**src/rtl/ri5cy_instr_ahb_master.sv**
```systemverilog
// ---------------------------------------------------------------------------
// ri5cy_instr_ahb_master
//
// Purpose:
//   Bridges the RI5CY instruction-fetch port (req/gnt/rvalid) onto AHB-Lite
//   as a single-outstanding, read-only master. Each granted fetch becomes one
//   word-sized NONSEQ SINGLE read. Back-to-back fetches are pipelined so a
//   zero-wait slave sustains one fetch per cycle. Slave ERROR responses are
//   returned to the core as a zero word and latched into a sticky status.
//
// Ports:
//   clk, rst         clock and synchronous active-high reset
//   instr_req_i      core fetch request
//   instr_addr_i     fetch byte address (low two bits ignored)
//   instr_gnt_o      fetch accepted, address phase on the bus this cycle
//   instr_rvalid_o   instr_rdata_o carries a completed fetch this cycle
//   instr_rdata_o    fetched word (zero for errored fetches)
//   haddr_o ..       AHB-Lite master address/control outputs
//   hready_i         AHB bus ready
//   hrdata_i         AHB read data
//   hresp_i          AHB response, 1 = ERROR
//   bus_err_o        sticky fetch-error flag
//   err_addr_o       address of the most recent errored fetch
//   err_clr_i        clears bus_err_o (a simultaneous new error wins)
//
// Only AHB_DATA_WIDTH = 32 is supported.
// ---------------------------------------------------------------------------
module ri5cy_instr_ahb_master #(
    parameter int AHB_ADDR_WIDTH = 32,
    parameter int AHB_DATA_WIDTH = 32
) (
    input  logic                      clk,
    input  logic                      rst,
    input  logic                      instr_req_i,
    input  logic [AHB_ADDR_WIDTH-1:0] instr_addr_i,
    output logic                      instr_gnt_o,
    output logic                      instr_rvalid_o,
    output logic [AHB_DATA_WIDTH-1:0] instr_rdata_o,
    output logic [AHB_ADDR_WIDTH-1:0] haddr_o,
    output logic [1:0]                htrans_o,
    output logic                      hwrite_o,
    output logic [2:0]                hsize_o,
    output logic [2:0]                hburst_o,
    output logic [3:0]                hprot_o,
    output logic [AHB_DATA_WIDTH-1:0] hwdata_o,
    output logic                      hmastlock_o,
    input  logic                      hready_i,
    input  logic [AHB_DATA_WIDTH-1:0] hrdata_i,
    input  logic                      hresp_i,
    output logic                      bus_err_o,
    output logic [AHB_ADDR_WIDTH-1:0] err_addr_o,
    input  logic                      err_clr_i
);

    localparam logic [1:0] HTRANS_IDLE   = 2'b00;
    localparam logic [1:0] HTRANS_NONSEQ = 2'b10;

    typedef enum logic [1:0] {
        IDLE = 2'd0,
        DATA = 2'd1,
        ERR2 = 2'd2
    } state_t;

    state_t                    state_q;
    state_t                    state_d;
    logic [AHB_ADDR_WIDTH-1:0] addr_q;
    logic [AHB_ADDR_WIDTH-1:0] err_addr_q;
    logic                      bus_err_q;

    logic                      issue;
    logic                      complete_ok;
    logic                      err_done;

    // Byte-offset bits are meaningless for word fetches.
    logic                      unused_addr_lsbs;
    assign unused_addr_lsbs = &{1'b0, instr_addr_i[1:0]};

    // Read-only word master: control fields never change.
    assign haddr_o     = {instr_addr_i[AHB_ADDR_WIDTH-1:2], 2'b00};
    assign hwrite_o    = 1'b0;
    assign hsize_o     = 3'b010;
    assign hburst_o    = 3'b000;
    assign hprot_o     = 4'b0010;
    assign hwdata_o    = '0;
    assign hmastlock_o = 1'b0;
    assign bus_err_o   = bus_err_q;
    assign err_addr_o  = err_addr_q;

    // State register.
    always_ff @(posedge clk) begin
        if (rst) begin
            state_q <= IDLE;
        end else begin
            state_q <= state_d;
        end
    end

    // Next-state logic. A plain completion may chain straight into the next
    // data phase; the protocol-violating hready&hresp case ends like ERR2.
    always_comb begin
        state_d = state_q;
        unique case (state_q)
            IDLE: begin
                if (issue) state_d = DATA;
            end
            DATA: begin
                if (hresp_i) begin
                    state_d = hready_i ? IDLE : ERR2;
                end else if (hready_i) begin
                    state_d = issue ? DATA : IDLE;
                end
            end
            ERR2: begin
                state_d = IDLE;
            end
            default: begin
                state_d = IDLE;
            end
        endcase
    end

    // Output logic. Gating with rst keeps the fetch port quiet while the
    // pending data phase is being dropped, so no orphan gnt or rvalid leaks.
    always_comb begin
        issue       = 1'b0;
        complete_ok = 1'b0;
        err_done    = 1'b0;
        if (!rst) begin
            issue       = instr_req_i & hready_i &
                          ((state_q == IDLE) | ((state_q == DATA) & ~hresp_i));
            complete_ok = (state_q == DATA) & hready_i & ~hresp_i;
            err_done    = (state_q == ERR2) | ((state_q == DATA) & hready_i & hresp_i);
        end
        instr_gnt_o    = issue;
        htrans_o       = issue ? HTRANS_NONSEQ : HTRANS_IDLE;
        instr_rvalid_o = complete_ok | err_done;
        instr_rdata_o  = complete_ok ? hrdata_i : '0;
    end

    // Address of the read in flight and the sticky error status. A new error
    // takes priority over a clear arriving in the same cycle.
    always_ff @(posedge clk) begin
        if (rst) begin
            addr_q     <= '0;
            bus_err_q  <= 1'b0;
            err_addr_q <= '0;
        end else begin
            if (issue) begin
                addr_q <= haddr_o;
            end
            if (err_done) begin
                bus_err_q  <= 1'b1;
                err_addr_q <= addr_q;
            end else if (err_clr_i) begin
                bus_err_q <= 1'b0;
            end
        end
    end

endmodule

```
**config.mk**
```make
export PLATFORM = sky130hd
export DESIGN_NAME = ri5cy_instr_ahb_master
export DESIGN_NICKNAME = d
export VERILOG_FILES = /design/src/rtl/ri5cy_instr_ahb_master.sv
export SDC_FILE = /design/constraint.sdc
export NUM_CORES = 1
export LEC_CHECK = 0
export CAP_MARGIN = 20
export CORE_MARGIN = 3
export CORE_UTILIZATION = 33
export DETAILED_ROUTE_END_ITERATION = 7
export HOLD_SLACK_MARGIN = 0.15
export MAX_ROUTING_LAYER = met4
export PLACE_DENSITY_LB_ADDON = 0.1
export SKIP_LAST_GASP = 1
export SLEW_MARGIN = 25
export SYNTH_ARGS = -nofsm -noshare
export SYNTH_HDL_FRONTEND = slang
export SYNTH_SLANG_ARGS = --single-unit
```
**constraint.sdc**
```tcl
create_clock -name clk -period 1.9 [get_ports clk]
set_input_delay 0.38 -clock clk [delete_from_list [all_inputs] [get_ports clk]]
set_output_delay 0.38 -clock clk [all_outputs]
set_load 0.05 [all_outputs]
```
==> impl_results.md <==
* Unrepaired setup endpoints after global routing: yes
* Initial Utilization at 0.341
* Worst Reg-to-Reg Cells at 6
* Tmin final at 1960 ps
* Die H at 107 um
* Largest cells by area after synthesis: dfxtp_1 38%, mux2i_1 18%, buf_4 18%
* Post-Synthesis Cells at 358
* GRT Total Usage at 0.153
* Core area at 9820 um2
* Critical Path Source Type: flop
* Synth cell count leaders: 80 x buf_4, 63 x dfxtp_1, 61 x mux2i_1, 61 x nand2b_1, 32 x and2_1
* Most common cell in the synthesized netlist: buf_4
* Buffers on Ports at 163
* CTS Hold Bufs at 0
* Setup violations, final at 33
* Synthesized area per cell at 9.35 um2
* Crit path DAT at 1580 ps
* Outcome: finished with violations
* Max Cap Viol at 0
* H-tree levels at 3
* Total CTS buffers at 9
* Share of cells above drive strength 1 at 0.285
* Die Area at 11400 um2
* WL/cell at 14.1 um
* Nets at 564
* Clock root cell: clkbuf_8
* Worst Skew at 8.66 ps
* Power Dens Cells at 578 nW/um2
* Max incr delay on CP at 340 ps
* Async set or reset register ratio after synthesis at 0
* Peak VDD IR at 0.000378 V
* Synthesis-stage register bit count at 63
* Setup TNS Final at -1380 ps
* Grt ovf at 0
* Worst relative slew slack at 0.630
* Reg2Reg Setup Slack at 470 ps
* Final hold violations at 0
* WHS Endpoint: state_q[0]
* RePlAce Congestion at 0.701
* CTS tree: done
* Layout fillers at 865
* CP delay by family, top: simple AND/OR/NAND/NOR gates
* CP Capture Type: primary output
* Via count at 2565
* Vias in the first global route at 2464
* Synth warn at 0
* Fmax at 0.511 GHz
* R2r endpoint: addr_q[29]
* CP Buf/Inv Count at 2
* Final Max Tran Viols at 0
* Hold WS at 375 ps
* Syn Std Cell Area at 3350 um2
* Site Rows at 36
* Largest net degree at the start of global routing at 35
* Req. time, crit path at 1520 ps
* Area Growth Syn to Fin at 68.2%
* Io pins at 215
* Initial antenna violation count at 1
* Failing checks: negative setup slack
* Post-synth EDFFs at 0
* Worst slew pin tran at 556 ps
* Area share of the largest cell type after synthesis at 0.377
* Global-route wire length before repair at 13100 um
* Worst setup path class: flop to primary output
* Drt via density at 4.06
* Hold depth at 4
* Fin worst setup slack at -57.9 ps
* Total chip power at 3.25 mW
* Detail Route Antenna Nets at 0
* Slowest CP cell: dfxtp_2
* CTS Buffer Depth at 2
* Crit share post-route at 1.03
* Die X at 107 um
* Worst skew pair latency at 330 ps
* Cell taking the most area after synthesis: dfxtp_1
* Top_reg_cell synth: dfxtp_1
* HP Start: rst
* Dpl ws at -178 ps
* Hold Crit Class: primary input to flop
* DRC viols at 0
* LEAKAGE at 2.99 nW
* Critical Path, Cell by Cell: nor2_4 > and4b_2 > clkbuf_16 > and2_2 > buf_12
* R2R Path Start: state_q[1]
* Synth unique cells at 20
* Clock sink count at 63
* Initial drt markers at 49
* Clk slew on worst S/H paths at 60 ps
* Post-DP HPWL at 6870 um
* Final wirelength at 8920 um
* Crit-path max FO at 8
* Sequential element share of the synthesized area at 0.377
* First-pass DRT Iterations at 4
-- sequential cells by signal (all words and copies together), names as in the netlist --
register,count
addr_q,30
bus_err_o,1
err_addr_o,30
state_q,2
-- layout make-up --
cell class / instances / area (um2) / area share
inverters: 31 / 120 / 0.0213
diodes: 1 / 2.50 / 0.000445
repair buffers: 175 / 2400 / 0.426
clock buffers: 11 / 141 / 0.0251
clock inverters: 4 / 22.5 / 0.00400
well taps: 133 / 166 / 0.0296
multi-input cells: 214 / 1510 / 0.269
flip-flops and latches: 63 / 1260 / 0.224
-- report_power, final --
group	internal [mW]	switching (mW)
Combinational	0.360	0.532
Sequential	1.36	0.0129
Clock	0.495	0.490
-- layout by cell type, fill, tap and decap left out, drive strengths merged, types with 2 or more instances in the layout --
master | netlist | layout
conb | 2 | 49
dfxtp | 63 | 63
dlymetal6s2s | 0 | 13
clkbuf | 9 | 12
dlygate4sd2 | 0 | 2
nand2 | 2 | 2
mux2i | 61 | 61
and2 | 32 | 32
clkinv | 0 | 3
buf | 88 | 90
clkinvlp | 0 | 2
clkdlybuf4s50 | 0 | 69
inv | 31 | 30
nand2b | 61 | 61
nor2 | 2 | 2
-- worst reg2reg max path: stages (launching register included) --
cell,delay [ps]
dfxtp_2,360
nor2_4,40
buf_4,120
nand4_1,170
buf_4,150
buf_4,290
mux2i_1,220
-- metrics by stage --
step | cell area (um2) | util | instances
4_1_cts | 5520 | 0.562 | 627
3_5_place_dp | 5350 | 0.545 | 612
6_report | 5630 | 0.573 | 632
3_3_place_gp | 5350 | 0.545 | 612
2_1_floorplan | 3570 | - | 405
5_1_grt | 5630 | 0.573 | 632
-- routing by layer --
layer | vias up | wire (um) | track usage
met5 | - | 0 | -
met2 | 124 | 4670 | 0.271
met3 | 6 | 792 | 0.0530
met1 | 1181 | 3390 | 0.165
met4 | 0 | 63 | 0.0356
li1 | 1254 | - | -
-- logic make-up after synthesis --
family          share of synthesized area
compound gates                    0.00374
buf+inv                             0.244
flops                               0.377
mux                                 0.186
other cells                       0.00224
simple gates                        0.187
-- worst max-delay path by stage --
stage / from / endpoint / slack [ps] / depth (start not counted)
2_1_floorplan: rst / htrans_o[1] / 20 / 6
3_3_place_gp: hready_i / instr_rdata_o[31] / -150 / 5
3_5_place_dp: hready_i / instr_rdata_o[0] / -180 / 5
4_1_cts: state_q[1] / instr_rdata_o[1] / -70 / 5
5_1_grt: state_q[1] / instr_rdata_o[26] / -120 / 5
6_report: state_q[1] / instr_rdata_o[26] / -60 / 5
-- what timing repair did --
action                     CTS  global route
setup buffers                0             2
cloned                       0             2
pin swaps                    1             2
resized for setup            4            25
setup endpoints to repair   35            48
Note: power is estimated with default switching activity, not from simulation.
